===== config.mk =====
export PLATFORM = sky130hd
export DESIGN_NAME = std_div_iter_flat
export DESIGN_NICKNAME = d
export VERILOG_FILES = /design/src/rtl/std_div_pkg.sv /design/src/rtl/std_div_iter_if.sv /design/src/rtl/std_div_step.sv /design/src/rtl/std_div_iter.sv /design/src/flat_wrapper.sv
export SDC_FILE = /design/constraint.sdc
export NUM_CORES = 1
export LEC_CHECK = 0
export ABC_CLOCK_PERIOD_IN_PS = 3400
export CELL_PAD_IN_SITES_DETAIL_PLACEMENT = 0
export CELL_PAD_IN_SITES_GLOBAL_PLACEMENT = 1
export CORE_MARGIN = 4
export CORE_UTILIZATION = 41
export CTS_CLUSTER_DIAMETER = 100
export DETAILED_ROUTE_END_ITERATION = 6
export DONT_BUFFER_PORTS = 1
export HOLD_SLACK_MARGIN = 0.03
export PLACE_DENSITY = 0.71
export SLEW_MARGIN = 25
export SYNTH_ARGS = -nofsm -noshare
export SYNTH_HDL_FRONTEND = slang
export SYNTH_SLANG_ARGS = --single-unit

===== constraint.sdc =====
create_clock -name clk -period 3.4 [get_ports clk]
set_input_delay 0.68 -clock clk [delete_from_list [all_inputs] [get_ports clk]]
set_output_delay 0.68 -clock clk [all_outputs]
set_load 0.02 [all_outputs]

===== src/rtl/std_div_pkg.sv =====
// rtl/std_div_pkg.sv - shared types and helpers for the iterative divider
package std_div_pkg;

  localparam int max_w = 64;
  typedef logic [max_w-1:0] wide_t;

  typedef enum logic [1:0] {
    IDLE = 2'd0,
    CALC = 2'd1,
    FIN  = 2'd2
  } div_state_t;

  function automatic bit bpc_legal(input int width, input int bpc);
    return (bpc == 1 || bpc == 2 || bpc == 4) && (width % bpc == 0) &&
           (width >= 2) && (width <= max_w);
  endfunction

  // Callers truncate the result back to their own width.
  function automatic wide_t abs_mag(input wide_t v, input logic neg);
    return neg ? -v : v;
  endfunction

  function automatic wide_t apply_sign(input wide_t mag, input logic neg);
    return neg ? -mag : mag;
  endfunction

endpackage


===== src/rtl/std_div_iter_if.sv =====
// rtl/std_div_iter_if.sv - go/done handshake and operand/result bundle
interface std_div_iter_if #(
  parameter int width = 32
);
  logic             go;
  logic [width-1:0] left;
  logic [width-1:0] right;
  logic [width-1:0] out_quotient;
  logic [width-1:0] out_remainder;
  logic             div_by_zero;
  logic             done;

  modport master (
    output go, left, right,
    input  out_quotient, out_remainder, div_by_zero, done
  );

  modport slave (
    input  go, left, right,
    output out_quotient, out_remainder, div_by_zero, done
  );
endinterface


===== src/rtl/std_div_step.sv =====
// rtl/std_div_step.sv - bits_per_cycle restoring shift-subtract steps, MSB first
module std_div_step #(
  parameter int width          = 32,
  parameter int bits_per_cycle = 1
) (
  input  logic [width-1:0]          rem_in,
  input  logic [width-1:0]          dvd_in,
  input  logic [width-1:0]          divisor,
  output logic [width-1:0]          rem_out,
  output logic [width-1:0]          dvd_out,
  output logic [bits_per_cycle-1:0] q_bits
);

  logic [width:0]   trial;
  logic [width-1:0] r;
  logic [width-1:0] d;

  // Partial remainder stays below the divisor, so the trial fits in width+1 bits.
  always_comb begin
    r      = rem_in;
    d      = dvd_in;
    q_bits = '0;
    trial  = '0;
    for (int i = bits_per_cycle - 1; i >= 0; i--) begin
      trial = {r, d[width-1]};
      d     = {d[width-2:0], 1'b0};
      if (trial >= {1'b0, divisor}) begin
        trial     = trial - {1'b0, divisor};
        q_bits[i] = 1'b1;
      end
      r = trial[width-1:0];
    end
    rem_out = r;
    dvd_out = d;
  end

endmodule


===== src/rtl/std_div_iter.sv =====
// rtl/std_div_iter.sv - iterative radix-2^k divider with early-out and defined div-by-zero
module std_div_iter
  import std_div_pkg::*;
#(
  parameter int width          = 32,
  parameter int bits_per_cycle = 1,
  parameter int is_signed      = 0
) (
  input  logic          clk,
  input  logic          reset,
  std_div_iter_if.slave bus
);

  localparam bit signed_mode = (is_signed != 0);
  localparam int steps       = width / bits_per_cycle;
  localparam int cnt_w       = (steps > 1) ? $clog2(steps) : 1;
  localparam logic [cnt_w-1:0] cnt_last = cnt_w'(steps - 1);

  if (!bpc_legal(width, bits_per_cycle)) begin : g_bad_cfg
    $error("std_div_iter: illegal width/bits_per_cycle combination");
  end

  div_state_t                state_q, state_d;
  logic [cnt_w-1:0]          cnt_q;
  logic [width-1:0]          rem_q, dq_q, dvs_q;
  logic                      q_neg_q, r_neg_q;
  logic [width-1:0]          rem_nx, dq_shift, dq_nx;
  logic [bits_per_cycle-1:0] q_bits;
  logic [width-1:0]          out_q_q, out_r_q;
  logic                      dbz_q;
  logic                      zero_div, zero_dvd;

  function automatic logic [width-1:0] mag(input logic [width-1:0] v);
    if (!signed_mode) return v;
    return width'(abs_mag(wide_t'(v), v[width-1]));
  endfunction

  assign zero_div = (bus.right == '0);
  assign zero_dvd = (bus.left == '0);

  // Dividend register doubles as the quotient register: bits shift out the top, results in at the bottom.
  std_div_step #(
    .width          (width),
    .bits_per_cycle (bits_per_cycle)
  ) u_step (
    .rem_in  (rem_q),
    .dvd_in  (dq_q),
    .divisor (dvs_q),
    .rem_out (rem_nx),
    .dvd_out (dq_shift),
    .q_bits  (q_bits)
  );

  assign dq_nx = dq_shift | width'(q_bits);

  always_ff @(posedge clk or negedge reset) begin
    if (!reset) state_q <= IDLE;
    else        state_q <= state_d;
  end

  always_comb begin
    state_d = state_q;
    unique case (state_q)
      IDLE:    if (bus.go) state_d = (zero_div || zero_dvd) ? FIN : CALC;
      CALC:    if (!bus.go) state_d = IDLE;
               else if (cnt_q == '0) state_d = FIN;
      FIN:     state_d = IDLE;
      default: state_d = IDLE;
    endcase
  end

  always_ff @(posedge clk or negedge reset) begin
    if (!reset) begin
      cnt_q   <= '0;
      rem_q   <= '0;
      dq_q    <= '0;
      dvs_q   <= '0;
      q_neg_q <= 1'b0;
      r_neg_q <= 1'b0;
      out_q_q <= '0;
      out_r_q <= '0;
      dbz_q   <= 1'b0;
    end else if (state_q == IDLE && bus.go) begin
      if (zero_div) begin
        out_q_q <= '1;
        out_r_q <= bus.left;
        dbz_q   <= 1'b1;
      end else if (zero_dvd) begin
        out_q_q <= '0;
        out_r_q <= '0;
        dbz_q   <= 1'b0;
      end else begin
        rem_q   <= '0;
        dq_q    <= mag(bus.left);
        dvs_q   <= mag(bus.right);
        cnt_q   <= cnt_last;
        q_neg_q <= signed_mode && (bus.left[width-1] ^ bus.right[width-1]);
        r_neg_q <= signed_mode && bus.left[width-1];
      end
    end else if (state_q == CALC && bus.go) begin
      rem_q <= rem_nx;
      dq_q  <= dq_nx;
      cnt_q <= cnt_q - cnt_w'(1);
      if (cnt_q == '0) begin
        out_q_q <= width'(apply_sign(wide_t'(dq_nx), q_neg_q));
        out_r_q <= width'(apply_sign(wide_t'(rem_nx), r_neg_q));
        dbz_q   <= 1'b0;
      end
    end
  end

  assign bus.done          = (state_q == FIN);
  assign bus.out_quotient  = out_q_q;
  assign bus.out_remainder = out_r_q;
  assign bus.div_by_zero   = dbz_q;

endmodule


===== src/flat_wrapper.sv =====
// flat-port wrapper written by rule: the top's interface ports become plain ports
module std_div_iter_flat import std_div_pkg::*;
#(
  parameter int width          = 32,
  parameter int bits_per_cycle = 1,
  parameter int is_signed      = 0
)
  (clk, reset, bus_go, bus_left, bus_right, bus_out_quotient, bus_out_remainder, bus_div_by_zero, bus_done);
  std_div_iter_if #(.width(width)) bus_i ();
  input  logic clk;
  input  logic reset;
  input wire logic [$bits(bus_i.go)-1:0] bus_go;
  input wire logic [$bits(bus_i.left)-1:0] bus_left;
  input wire logic [$bits(bus_i.right)-1:0] bus_right;
  output wire logic [$bits(bus_i.out_quotient)-1:0] bus_out_quotient;
  output wire logic [$bits(bus_i.out_remainder)-1:0] bus_out_remainder;
  output wire logic [$bits(bus_i.div_by_zero)-1:0] bus_div_by_zero;
  output wire logic [$bits(bus_i.done)-1:0] bus_done;
  assign bus_i.go = bus_go;
  assign bus_i.left = bus_left;
  assign bus_i.right = bus_right;
  assign bus_out_quotient = bus_i.out_quotient;
  assign bus_out_remainder = bus_i.out_remainder;
  assign bus_div_by_zero = bus_i.div_by_zero;
  assign bus_done = bus_i.done;
  std_div_iter #(.width(width), .bits_per_cycle(bits_per_cycle), .is_signed(is_signed)) u_core (.clk(clk), .reset(reset), .bus(bus_i));
endmodule

==> results.json, run 1 <==
{
  "cp.required_ns": 3.78,
  "crit_slowest_cell": "or3_1",
  "drc": 0,
  "grt_start_max_net_pins": 169,
  "final_layout_size_suffix_gt1_share_pct": 9.12,
  "crit_chain": "inv_1 > ha_1 > inv_1 > fa_1 > a21o_1 > a221oi_2 > nor4_1 > or3_1 > o2111ai_2 > o31ai_2 > a221oi_4 > mux2_2 > nand2_1",
  "cts_setup_buffers": 0,
  "drtPass1Iterations": 6,
  "whs_ns": -0.0590,
  "path_buf_inv": 2,
  "areaGrowthSynthToFinish_pct": 12.0,
  "antenna_cells": 0,
  "yosysTopAreaCell": "dfrtp_1",
  "yosysSeqAreaShare_pct": 45.5,
  "clock_skew_ns": 0.0108,
  "multi_input_area_mm2": 0.00461,
  "crit_fanout": 3,
  "synth_commonest_cells": "200 x nand2_1, 168 x dfrtp_1, 95 x o21ai_0",
  "antenna_found_initial": 1,
  "rr_worst_depth": 13,
  "wirelength_mm": 29.9,
  "vias_per_cell": 5.81,
  "synth_edf_count": 0,
  "status": "finished with violations",
  "hold_viol": 74,
  "synth_cells": 1079,
  "ys.flop_type": "dfrtp_1",
  "cts-root-buf": "clkbuf_16",
  "syn_avg_cell_area_um2": 8.57,
  "die_area_mm2": 0.0250,
  "layout.nets": 1175,
  "ys_ff_latch": 168,
  "htree_num_levels": 4,
  "ys_types": 62,
  "start_util_pct": 42.0,
  "synthTopCellsByArea": "dfrtp_1 45%, nand2_1 8.1%, o21ai_0 5.1%, ha_1 4.6%, a21oi_1 4.4%",
  "num_vias": 7932,
  "die_x_um": 158,
  "cap_violations": 0,
  "worstSetupPathType": "flop to flop",
  "cp_common_cell": "inv_1",
  "clock-sinks": 168,
  "slew_violations": 0,
  "worstMarginPinSlew_ns": 0.727,
  "rsz0062_at_grt": "false",
  "grt_pass1_wl_mm": 45.8,
  "clock_latency_ns": 0.44,
  "yosysMostFrequentCell": "nand2_1",
  "grt_pass1_vias": 7750,
  "ant_nets": 0,
  "hold_class": "input pin to async pin",
  "avgRoutedWirePerCell_um": 21.9,
  "ios": 133,
  "cts_max_path_buffers": 2,
  "min_period_over_period_pct": 93.8,
  "arrival_ns": 3.57,
  "hpwl_mm": 22.2,
  "clkTransAtPathRegs_ns": 0.07,
  "r2r-end": "u_core.bus.out_remainder[30]",
  "gp_congestion": 0.886,
  "rows": 54,
  "min_period_ns": 3.19,
  "cp_top_family": "compound AO/OA/AOI/OAI gates",
  "globalRoute.totalOverflow": 0,
  "cts_tree": "built",
  "io_buffers": 0,
  "max_slew_margin_pct": 50.3,
  "syn_area_mm2": 0.00925,
  "setup_viol": 0,
  "timing.fmax_ghz": 0.313,
  "syn_nets": 1181,
  "die_y_um": 158,
  "drt_iter0_markers": 657,
  "leakagePower_nw": 4.61,
  "timing.rr.start": "u_core.dq_q[31]",
  "yosysWarnings": 0,
  "peakVddDrop_mv": 0.394,
  "seq_area_mm2": 0.00420,
  "placed_cell_area_mm2": 0.00976,
  "cts_made_buffers": 17,
  "cp-start-kind": "flop",
  "worstSetupEndpointType": "flop",
  "synthArstFlopShare_pct": 100,
  "yosysTopAreaCellShare_pct": 45.5,
  "p_per_area_mw_per_mm2": 632,
  "cts_resized": 0,
  "grt_usage_pct": 23.9,
  "r2r_setup_slack_ns": 0.21,
  "critPathMaxStageDelay_ns": 0.43,
  "nFillCells": 2175,
  "violations": "hold timing",
  "core_mm2": 0.0220,
  "finalInstanceArea_mm2": 0.0104,
  "setup_tns_ns": 0
}
==> cell type report <==
class	instances	share of cell area (%)
multi-input combinational	794	44.5
sequential	168	40.6
inverter	44	1.59
clock buffer	18	4.24
tap	280	3.38
clock inverter	14	1.52
timing repair buffer	48	4.20
==> where the power goes <==
part | internal, mW | switching [mW]
Sequential | 2.43 | 0.588
Clock | 1.01 | 0.952
Combinational | 0.633 | 0.939
Total | 4.07 | 2.48
==> registers in the layout, summed over array words and instances, names as in the netlist <==
signal	flops
u_core.dq_q	32
u_core.bus.out_remainder	32
u_core.bus.out_quotient	32
u_core.cnt_q	5
u_core.dvs_q	32
u_core.state_q	2
u_core.bus.div_by_zero	1
u_core.rem_q	32
==> layer usage <==
layer	part of all wire (%)	track usage [%]	wire, µm	vias up
met5	0.044	0	13	-
met4	2.3	7.19	694	2
met3	6.9	6.31	2070	45
met2	46	36.9	13600	216
met1	45	33.2	13500	3869
li1	-	-	-	3800
==> cells by family (layout without fill, tap and decap cells) <==
group	Yosys count	after routing	synth area share, %
AOI/OAI and AO/OA	314	314	20.6
and+or+nand+nor	389	389	18.3
xor gates and xnor gates	27	27	2.56
DFF	168	168	45.5
adders and majority gates	35	35	4.82
buffers and inverters	117	124	5.01
muxes	29	29	3.19
==> how the worst max path moves through the flow <==
stage                    start                            to  cells past startpoint
2_1_floorplan  u_core.dq_q[31]              u_core.rem_q[30]                     13
3_3_place_gp      bus_right[5]               u_core.dvs_q[3]                      9
3_5_place_dp      bus_right[5]   u_core.bus.out_remainder[1]                      9
4_1_cts        u_core.dq_q[31]  u_core.bus.out_remainder[30]                     13
5_1_grt        u_core.dq_q[31]  u_core.bus.out_remainder[30]                     13
6_report       u_core.dq_q[31]  u_core.bus.out_remainder[30]                     13
==> per-stage QoR <==
stage                     utilization [%]  instances  worst slack, ns  total power, mW
final                                47.0       1366            0.209             6.55
after detailed placement             44.3       1334            0.168             4.62
after global routing                 47.0       1366          0.00356             6.93
after global placement               44.3       1334            0.145             4.60
after floorplan                         -       1079            0.362             4.12
after CTS                            47.0       1366            0.203             6.59
==> layout by cell type (no fill, tap or decap), types with 2 or more instances in the layout <==
cell type / instances
inv_1: 43
a22o_1: 3
o21ai_0: 95
mux2i_1: 25
and3_1: 9
clkbuf_16: 17
nor2_1: 65
o32ai_1: 2
a221oi_1: 2
dfrtp_1: 168
nand3_1: 48
a21oi_1: 81
xor2_1: 7
or3_1: 2
buf_12: 6
nor2_4: 2
clkinv_8: 3
a31oi_1: 48
nand4_1: 16
o21a_1: 7
a21o_1: 10
nor2b_1: 5
o21ai_1: 11
a22oi_1: 14
a2bb2oi_1: 2
xnor2_1: 20
and2_1: 3
o211ai_1: 3
clkinv_4: 5
buf_4: 42
a21boi_0: 2
ha_1: 34
nor4_1: 20
o31ai_1: 4
inv_8: 5
nand2_1: 200
o21bai_1: 4
a211oi_1: 7
mux2_2: 4
nor3_1: 11
Note: power is estimated with default switching activity, not from simulation.
==> inputs of run 2 (changes only) <==
--- a/config.mk
+++ b/config.mk
@@ -8,11 +8,12 @@
 export ABC_CLOCK_PERIOD_IN_PS = 3400
 export CELL_PAD_IN_SITES_DETAIL_PLACEMENT = 0
 export CELL_PAD_IN_SITES_GLOBAL_PLACEMENT = 1
-export CORE_MARGIN = 4
+export CORE_MARGIN = 5
 export CORE_UTILIZATION = 41
 export CTS_CLUSTER_DIAMETER = 100
 export DETAILED_ROUTE_END_ITERATION = 6
 export DONT_BUFFER_PORTS = 1
+export GPL_ROUTABILITY_DRIVEN = 1
 export HOLD_SLACK_MARGIN = 0.03
 export PLACE_DENSITY = 0.71
 export SLEW_MARGIN = 25
==> run 2 against run 1 <==
Against the previous run:
- the flow still finishes with violations (hold timing)
- power up 2.1%
- clock power up 7%
- critical path type unchanged
- fmax shrank 0.38%
- first-iteration DRC count shrank 2.1%
- utilization fell by 1.0 points
- global-route usage decreased by 0.44 points
- non-clock buffer count shrank 9
==> results.json, run 2 (synthesized netlist as in run 1, its figures left out) <==
{
  "violations": "hold timing",
  "wirelength_mm": 30.1,
  "drc": 0,
  "switching_share_pct": 38.1,
  "rsz0062_at_grt": "false",
  "p_int_mw": 4.14,
  "start_util_pct": 41.2,
  "drtPass1Iterations": 5,
  "cp.required_ns": 3.77,
  "cp-start-kind": "flop",
  "final_common_cell": "nand2_1",
  "seq_power_share_pct": 45.2,
  "p_comb_share_pct": 23.5,
  "cts_max_path_buffers": 2,
  "timing.rr.start": "u_core.dq_q[31]",
  "power.net_switching_mw": 2.54,
  "grt_pass1_vias": 7781,
  "status": "finished with violations",
  "timing.critical_path.to": "u_core.rem_q[30]",
  "layout_common_cells": "200 x nand2_1, 168 x dfrtp_1, 95 x o21ai_0",
  "p_per_area_mw_per_mm2": 647,
  "clkTransAtPathRegs_ns": 0.08,
  "r2r-end": "u_core.rem_q[30]",
  "min_period_ns": 3.20,
  "final_layout_size_suffix_gt1_share_pct": 8.45,
  "peakVddDrop_mv": 0.309,
  "htree_num_levels": 4,
  "place_inst": 1329,
  "cts_tree": "built",
  "grt_usage_pct": 23.5,
  "whs_ns": -0.0626,
  "avgRoutedWirePerCell_um": 22.1,
  "seq_area_mm2": 0.00420,
  "cts_setup_buffers": 0,
  "placed_cell_area_mm2": 0.00965,
  "arrival_ns": 3.58,
  "ant_nets": 0,
  "cap_violations": 0,
  "finalInstanceArea_mm2": 0.0103,
  "areaGrowthSynthToFinish_pct": 11.6,
  "globalRoute.totalOverflow": 0,
  "setup_viol": 0,
  "worstMarginPinSlew_ns": 0.656,
  "hpwl_mm": 22.0,
  "grt_pass1_wl_mm": 46.9,
  "rows": 55,
  "crit_fanout": 3,
  "multi_input_area_mm2": 0.00463,
  "gp_congestion": 0.946,
  "clock_latency_ns": 0.45,
  "core_mm2": 0.0224,
  "io_buffers": 0,
  "r2r_setup_slack_ns": 0.20,
  "max_slew_margin_pct": 55.9,
  "worstSetupEndpointType": "flop",
  "worstSetupPathType": "flop to flop",
  "slew_violations": 0,
  "setup_tns_ns": 0,
  "antenna_found_initial": 0,
  "cts-root-buf": "clkbuf_16",
  "die_y_um": 160,
  "clock-sinks": 168,
  "clock_skew_ns": 0.0172,
  "layout.nets": 1166,
  "post_layout_nonfiller_instances": 1362,
  "vias_per_cell": 5.77,
  "num_vias": 7855,
  "power_frac_clock_pct": 31.4,
  "nFillCells": 2228,
  "drt_iter0_markers": 643,
  "critPathLaunch": "u_core.dq_q[31]",
  "die_x_um": 160,
  "die_area_mm2": 0.0257,
  "ios": 133,
  "grt_start_max_net_pins": 169,
  "leakagePower_nw": 4.58,
  "hold_class": "input pin to async pin",
  "rr_worst_depth": 13,
  "antenna_cells": 0,
  "cts_made_buffers": 17,
  "min_period_over_period_pct": 94.2,
  "hold_viol": 158,
  "timing.fmax_ghz": 0.312
}
[run 2: cell count changes in the layout (fill, tap and decap cells not counted), moves of 3 or more]
cell	change
clkinv_8	+3
clkinv_4	-3
buf_4	-6
buf_12	-3
[run 2: cell type report]
| class | count | share of cell area [%] |
|---|---|---|
| Tap cell | 285 | 3.45 |
| Sequential cell | 168 | 40.7 |
| Clock buffer | 17 | 4.12 |
| Multi-Input combinational cell | 794 | 44.8 |
| Clock inverter | 15 | 2.08 |
| Timing Repair Buffer | 39 | 3.20 |
| Inverter | 44 | 1.60 |
[run 2: how the worst min path moves through the flow]
stage,from,end,slack [ns],cells past startpoint
after floorplan,reset,u_core.bus.div_by_zero,0.38,0
after detailed placement,reset,u_core.dvs_q[9],0.39,0
final,reset,u_core.dvs_q[13],-0.06,0
after global placement,reset,u_core.dvs_q[9],0.40,0
after CTS,reset,u_core.bus.out_remainder[9],-0.07,0
after global routing,reset,u_core.dvs_q[13],-0.08,0
[run 2: metrics by stage]
step / utilization, % / power, mW / setup WS (ns)
6_report: 46.0 / 6.68 / 0.197
5_1_grt: 46.0 / 7.08 / 0.0264
4_1_cts: 45.9 / 6.71 / 0.176
3_3_place_gp: 43.0 / 4.61 / 0.243
2_1_floorplan: - / 4.12 / 0.362
3_5_place_dp: 43.0 / 4.62 / 0.219
[run 2: power by group through the flow]
stage | clock (mW) | sequential [mW] | combinational (mW)
after floorplan | 0 | 2.93 | 1.20
after global placement | 0 | 3.06 | 1.55
after detailed placement | 0 | 3.06 | 1.56
after CTS | 2.12 | 3.03 | 1.57
after global routing | 2.23 | 3.08 | 1.78
final | 2.10 | 3.02 | 1.57
[run 2: per-layer routing]
layer  vias to the layer above  wire, µm  global-route usage [%]
met1                      3749     13400                    32.0
li1                       3789         -                       -
met3                        55      2240                    6.37
met2                       262     13600                    36.4
met5                         -         0                       0
met4                         0       906                    7.98
[run 2: critical path, stage by stage, from the launching register on]
cell and delay, ns:
dfrtp_1 0.38, inv_1 0.07, ha_1 0.17, inv_1 0.06, fa_1 0.40, a21o_1 0.19, a221oi_2 0.27, nor4_1 0.09
or3_4 0.42, o2111ai_4 0.26, o31ai_2 0.13, a221oi_4 0.29, mux2_2 0.37, nand2_1 0.05
[run 2: what timing repair did]
item                                    CTS  global route
endpoints found under the setup margin    0             2
resized for setup                         0             2
endpoints found under the hold margin   168           168
